**config.mk**
```make
export PLATFORM = sky130hd
export DESIGN_NAME = keypad_scanner_flat
export DESIGN_NICKNAME = d
export VERILOG_FILES = /design/src/rtl/keypad_scanner_if.sv /design/src/rtl/keypad_scanner.sv /design/src/flat_wrapper.sv
export SDC_FILE = /design/constraint.sdc
export NUM_CORES = 1
export LEC_CHECK = 0
export ABC_AREA = 0
export CAP_MARGIN = 40
export CORE_MARGIN = 8
export CORE_UTILIZATION = 56
export CTS_CLUSTER_DIAMETER = 150
export CTS_CLUSTER_SIZE = 16
export DETAILED_ROUTE_END_ITERATION = 7
export MAX_ROUTING_LAYER = met4
export PLACE_DENSITY_LB_ADDON = 0.3
export SLEW_MARGIN = 0
export SYNTH_ARGS = -nofsm -noshare
export SYNTH_HDL_FRONTEND = slang
export SYNTH_SLANG_ARGS = --single-unit
```
**constraint.sdc**
```tcl
create_clock -name clock_50m -period 9.5 [get_ports clock_50m]
set_input_delay 1.9 -clock clock_50m [delete_from_list [all_inputs] [get_ports clock_50m]]
set_output_delay 1.9 -clock clock_50m [all_outputs]
set_load 0.05 [all_outputs]
```
**src/rtl/keypad_scanner_if.sv**
```systemverilog
// Keypad-side and consumer-side signals of the 4x4 keypad scanner.
// The scanner uses the master modport; the consumer/keypad model uses slave.
interface keypad_scanner_if;
  logic       sw_clk;
  logic [3:0] key_row;
  logic [3:0] key_col;
  logic [3:0] key_code;
  logic       key_valid;
  logic       key_held;

  modport master (
    input  sw_clk, key_row,
    output key_col, key_code, key_valid, key_held
  );

  modport slave (
    output sw_clk, key_row,
    input  key_col, key_code, key_valid, key_held
  );
endinterface

```
**src/rtl/keypad_scanner.sv**
```systemverilog
// 4x4 matrix keypad scanner and debouncer: one full column scan per rising
// edge of sw_clk, key accepted after DEBOUNCE_N identical scan results.
//
// state    | meaning
// ---------+----------------------------------------------------------
// S_IDLE   | no column driven, waiting for scan_tick
// S_SETTLE | column col driven low, waiting SETTLE_CYC cycles
// S_SAMPLE | column col still driven, rows latched into row_map
// S_EVAL   | columns released, map reduced and debounced
module keypad_scanner #(
  parameter int SETTLE_CYC = 64,
  parameter int DEBOUNCE_N = 2
) (
  input  logic               clock_50m,
  input  logic               rst,
  keypad_scanner_if.master   kp
);
  localparam int CNT_W = $clog2(SETTLE_CYC);
  localparam int SC_W  = $clog2(DEBOUNCE_N + 1);
  localparam logic [CNT_W-1:0] SETTLE_LOAD = CNT_W'(SETTLE_CYC - 1);
  localparam logic [SC_W-1:0]  DB_MAX      = SC_W'(DEBOUNCE_N);

  localparam logic [1:0] S_IDLE   = 2'd0;
  localparam logic [1:0] S_SETTLE = 2'd1;
  localparam logic [1:0] S_SAMPLE = 2'd2;
  localparam logic [1:0] S_EVAL   = 2'd3;

  logic [1:0]       state;
  logic [1:0]       col;
  logic [CNT_W-1:0] settle_cnt;
  logic [15:0]      row_map;

  logic             sw_s1, sw_s2, sw_d;
  logic [3:0]       row_s1, row_s2;
  logic             scan_tick;

  logic             cand_key;
  logic [3:0]       cand_code;
  logic [SC_W-1:0]  stable_cnt;

  logic [3:0]       code_q;
  logic             valid_q;
  logic             held_q;

  logic [4:0]       hits;
  logic             res_key;
  logic [3:0]       res_code;
  logic             same;
  logic [SC_W-1:0]  cnt_next;
  logic             differs;
  logic             accept;

  assign scan_tick    = sw_s2 & ~sw_d;
  assign kp.key_code  = code_q;
  assign kp.key_valid = valid_q;
  assign kp.key_held  = held_q;

  // Column drive decodes straight from state so an async reset releases it at once.
  always_comb begin
    kp.key_col = 4'b1111;
    if (state == S_SETTLE || state == S_SAMPLE) kp.key_col[col] = 1'b0;
  end

  // Map bit index is row*4 + col, which is also the key code.
  always_comb begin
    hits     = 5'd0;
    res_code = 4'd0;
    for (int i = 0; i < 16; i++) begin
      if (row_map[i]) begin
        hits     = hits + 5'd1;
        res_code = 4'(i);
      end
    end
    res_key = (hits == 5'd1);
    if (!res_key) res_code = 4'd0;
  end

  // NONE always carries code 0, so a plain compare covers both result kinds.
  always_comb begin
    same     = (res_key == cand_key) && (res_code == cand_code);
    cnt_next = SC_W'(1);
    if (same) cnt_next = (stable_cnt == DB_MAX) ? stable_cnt : stable_cnt + SC_W'(1);
    differs  = (res_key != held_q) || (res_key && (res_code != code_q));
    accept   = (cnt_next == DB_MAX) && differs;
  end

  always_ff @(posedge clock_50m or negedge rst) begin
    if (!rst) begin
      state      <= S_IDLE;
      col        <= 2'd0;
      settle_cnt <= '0;
      row_map    <= 16'd0;
      sw_s1      <= 1'b0;
      sw_s2      <= 1'b0;
      sw_d       <= 1'b0;
      row_s1     <= 4'b1111;
      row_s2     <= 4'b1111;
      cand_key   <= 1'b0;
      cand_code  <= 4'd0;
      stable_cnt <= '0;
      code_q     <= 4'd0;
      valid_q    <= 1'b0;
      held_q     <= 1'b0;
    end else begin
      sw_s1   <= kp.sw_clk;
      sw_s2   <= sw_s1;
      sw_d    <= sw_s2;
      row_s1  <= kp.key_row;
      row_s2  <= row_s1;
      valid_q <= 1'b0;

      case (state)
        S_IDLE: begin
          if (scan_tick) begin
            state      <= S_SETTLE;
            col        <= 2'd0;
            settle_cnt <= SETTLE_LOAD;
          end
        end
        S_SETTLE: begin
          if (settle_cnt == '0) state <= S_SAMPLE;
          else                  settle_cnt <= settle_cnt - CNT_W'(1);
        end
        S_SAMPLE: begin
          for (int r = 0; r < 4; r++) row_map[{2'(r), col}] <= ~row_s2[r];
          if (col == 2'd3) begin
            state <= S_EVAL;
          end else begin
            col        <= col + 2'd1;
            settle_cnt <= SETTLE_LOAD;
            state      <= S_SETTLE;
          end
        end
        default: begin
          cand_key   <= res_key;
          cand_code  <= res_code;
          stable_cnt <= cnt_next;
          if (accept) begin
            if (res_key) begin
              code_q  <= res_code;
              valid_q <= 1'b1;
              held_q  <= 1'b1;
            end else begin
              held_q  <= 1'b0;
            end
          end
          state <= S_IDLE;
        end
      endcase
    end
  end
endmodule

```
**src/flat_wrapper.sv**
```systemverilog
// flat-port wrapper written by rule: the top's interface ports become plain ports
module keypad_scanner_flat 
#(
  parameter int SETTLE_CYC = 64,
  parameter int DEBOUNCE_N = 2
)
  (clock_50m, rst, kp_sw_clk, kp_key_row, kp_key_col, kp_key_code, kp_key_valid, kp_key_held);
  keypad_scanner_if kp_i ();
  input  logic clock_50m;
  input  logic rst;
  input wire logic [$bits(kp_i.sw_clk)-1:0] kp_sw_clk;
  input wire logic [$bits(kp_i.key_row)-1:0] kp_key_row;
  output wire logic [$bits(kp_i.key_col)-1:0] kp_key_col;
  output wire logic [$bits(kp_i.key_code)-1:0] kp_key_code;
  output wire logic [$bits(kp_i.key_valid)-1:0] kp_key_valid;
  output wire logic [$bits(kp_i.key_held)-1:0] kp_key_held;
  assign kp_i.sw_clk = kp_sw_clk;
  assign kp_i.key_row = kp_key_row;
  assign kp_key_col = kp_i.key_col;
  assign kp_key_code = kp_i.key_code;
  assign kp_key_valid = kp_i.key_valid;
  assign kp_key_held = kp_i.key_held;
  keypad_scanner #(.SETTLE_CYC(SETTLE_CYC), .DEBOUNCE_N(DEBOUNCE_N)) u_core (.clock_50m(clock_50m), .rst(rst), .kp(kp_i));
endmodule
```
==> reports/qor.yml <==
status:
  outcome: "complete, no violations"
global_routing:
  grt_pass1_wl_mm: 12.6
  grt_max_degree: 28
  grt_overflow: 0
  antenna_found_initial: 0
  first_global_vias: 2873
  grt_use_total_pct: 15.3
floorplan:
  die_area_sq_mm: 0.0101
  ioPinCount: 17
  die_h_um: 100
  die_x_um: 100
  core_area_sq_mm: 0.00683
  start_util_pct: 58.4
  fp-row-count: 30
clocking:
  path_clk_slew_ps: 100
  clock_sinks: 50
  clk_latency_ps: 310
  cts_max_level: 2
  cts_hold_buf: 0
  clockBufferDepth: 2
  cts_tree: "built"
  cts-root-buf: "clkbuf_8"
  cts_buffers: 5
flow_run:
  max_cap_viol_count: 0
yosys:
  async_flop_share_pct: 100
  synth_top_area_share_pct: 26.3
  syn_area_sq_mm: 0.00399
  synth-edff-count: 0
  synthFlopType: "dfrtp_1"
  syn_area_per_cell_sq_um: 9.41
  yosys.area.top_type: "dfrtp_1"
  synth_sequential_area_ratio_pct: 31.6
  netlist_instances: 424
  synth.area.top_cells: "dfrtp_1, ha_1, xnor2_1"
  ys_ff_latch: 50
  synth_cell_type_count: 71
  yosys_warnings: 0
  syn_nets: 458
critical_path:
  worstSetupPathType: "reg2reg"
  r2r-start: "u_core.row_map[0]"
  crit_slowest_cell: "or3_4"
  worst_path_most_repeated_cell: "ha_1"
  cp-start-kind: "flip-flop"
  end_kind: "flip-flop"
  cp_max_fo: 5
  slowest_delay_ps: 460
  startpoint: "u_core.row_map[0]"
  worst-endpoint-arrival_ps: 9390
  required_ps: 9710
routing:
  wl_mm: 7.46
  firstDrtPassIters: 4
  vias_per_cell: 5.51
  initialDrtViolationCount: 105
  wl_per_cell_um: 13.8
  ant_nets: 0
  drc: 0
  via_count: 2977
timing:
  drv_slew: 0
  slew_headroom_pct: 54.0
  clock.fmax_mhz: 109
  layout_min_cycle_time_ps: 9180
  setup_violations: 0
  tightest_slew_ps: 684
  finalCritPeriodShare_pct: 96.7
  setup_tns_ps: 0
  hold_violations: 0
  fin_skew_ps: 14.7
cells_and_area:
  nNetsFinal: 477
  area_growth_pct: 11.9
  diodes: 0
  drive_above_1_share_pct: 19.8
  final_cell_mix: "nand2_1, dfrtp_1, nor2_1"
  layout_commonest_cell: "nand2_1"
placement:
  dpl.hpwl_mm: 5.62
  numPortBuffers: 16
  routabilityCongestion: 0.857
min_path:
  hp-start: "u_core.row_s1[3]"
  worst_hold_path_type: "reg2reg"
==> through the flow <==
step           hold slack, ps  instance area (sq um)  utilization [%]  setup slack (ps)  instances
2_1_floorplan             331                   3990                -               113        424
3_3_place_gp              337                   4170             61.0              64.6        525
3_5_place_dp              342                   4190             61.3              -179        526
4_1_cts                   356                   4320             63.3              8.37        535
5_1_grt                   361                   4460             65.3             -73.4        540
6_report                  359                   4460             65.3               317        540
==> state kept, by name, summed over array words and instances, names as in the netlist <==
signal               cells
u_core.row_map          16
u_core.sw_s1             1
u_core.kp.key_valid      1
u_core.state             2
u_core.row_s2            4
u_core.row_s1            4
u_core.kp.key_held       1
u_core.kp.key_code       4
u_core.sw_d              1
u_core.cand_code         4
u_core.stable_cnt        2
u_core.cand_key          1
u_core.settle_cnt        6
u_core.col               2
u_core.sw_s2             1
==> kinds of logic (layout without fill, tap and decap cells) <==
| kind of cell | after synthesis | count (layout) | share of synthesized area [%] |
|---|---|---|---|
| fa+ha+maj | 27 | 27 | 8.47 |
| simple gates | 134 | 134 | 15.7 |
| compound gates | 93 | 93 | 16.3 |
| xor+xnor | 60 | 60 | 17.2 |
| buf+inv | 46 | 66 | 6.55 |
| flops | 50 | 50 | 31.6 |
| mux | 14 | 14 | 4.23 |
==> repair_timing <==
item	CTS	global route
buffers inserted	1	5
pin swaps	3	8
endpoints found under the hold margin	0	0
resized for setup	5	18
endpoints found under the setup margin	4	13
==> synthesized netlist by cell type, types with 2 or more instances <==
| master | instances |
|---|---|
| nand4_1 | 2 |
| buf_6 | 6 |
| o22ai_1 | 3 |
| nor4b_1 | 2 |
| xnor2_4 | 4 |
| a31oi_1 | 3 |
| xnor2_2 | 3 |
| nor2_1 | 39 |
| a21o_1 | 3 |
| a31o_2 | 2 |
| a211oi_1 | 2 |
| mux2_2 | 7 |
| nand3_1 | 8 |
| dfstp_2 | 8 |
| inv_1 | 25 |
| o2bb2ai_1 | 5 |
| o31ai_1 | 5 |
| nor4_1 | 3 |
| a22o_1 | 3 |
| o21ai_0 | 13 |
| a21oi_1 | 30 |
| clkbuf_8 | 4 |
| nor2b_1 | 2 |
| nor3_1 | 11 |
| or4_1 | 2 |
| xnor2_1 | 34 |
| nand2_1 | 47 |
| clkbuf_1 | 6 |
| buf_2 | 3 |
| o21bai_1 | 2 |
| or2_2 | 2 |
| mux2i_1 | 3 |
| o2111ai_1 | 3 |
| mux2_4 | 4 |
| ha_1 | 27 |
| or3_1 | 2 |
| and2_1 | 5 |
| nand2b_1 | 2 |
| dfrtp_1 | 42 |
| xor2_2 | 4 |
| xor2_1 | 13 |
==> final timing paths <==
| check | endpoint | slack (ps) | depth (start not counted) |
|---|---|---|---|
| max | u_core.kp.key_code[0] | 320 | 43 |
| min | u_core.row_s2[3] | 360 | 0 |
| max reg2reg | u_core.kp.key_code[0] | 320 | 43 |
| min reg2reg | u_core.row_s2[3] | 360 | 0 |
| min in group asynchronous | u_core.settle_cnt[4] | 1560 | 1 |
| max in group asynchronous | u_core.row_s1[3] | 7340 | 2 |
==> layer usage <==
| metal | vias to the layer above | global-route usage (%) | wire, um |
|---|---|---|---|
| met3 | 6 | 2.63 | 197 |
| met4 | 0 | 3.49 | 62 |
| met1 | 1421 | 19.3 | 3600 |
| li1 | 1511 | - | - |
| met2 | 39 | 24.9 | 3600 |
| met5 | - | - | 0 |
==> worst max-delay path, delay by kind of cell, from the launching register on <==
family | cells | cell delay, ps
AO/OA/AOI/OAI | 8 | 940
XOR/XNOR | 4 | 630
adder cells (fa/ha/maj) | 14 | 3610
buffers and inverters | 4 | 330
flip-flops | 1 | 410
multiplexers | 7 | 1980
AND/OR/NAND/NOR | 6 | 1160
==> area by class of cell <==
| cell class | count | area (sq um) |
|---|---|---|
| clock buffers | 5 | 68.8 |
| clock inverters | 3 | 28.8 |
| fillers | 539 | 2370 |
| inverters | 27 | 101 |
| multi-input cells | 328 | 2600 |
| flip-flops and latches | 50 | 1260 |
| well taps | 96 | 120 |
| repair buffers | 31 | 280 |
Power of run 1 is left out: the tool's default activity adds up to more than one toggle a clock period on the data nets, which glitch-free logic cannot reach.
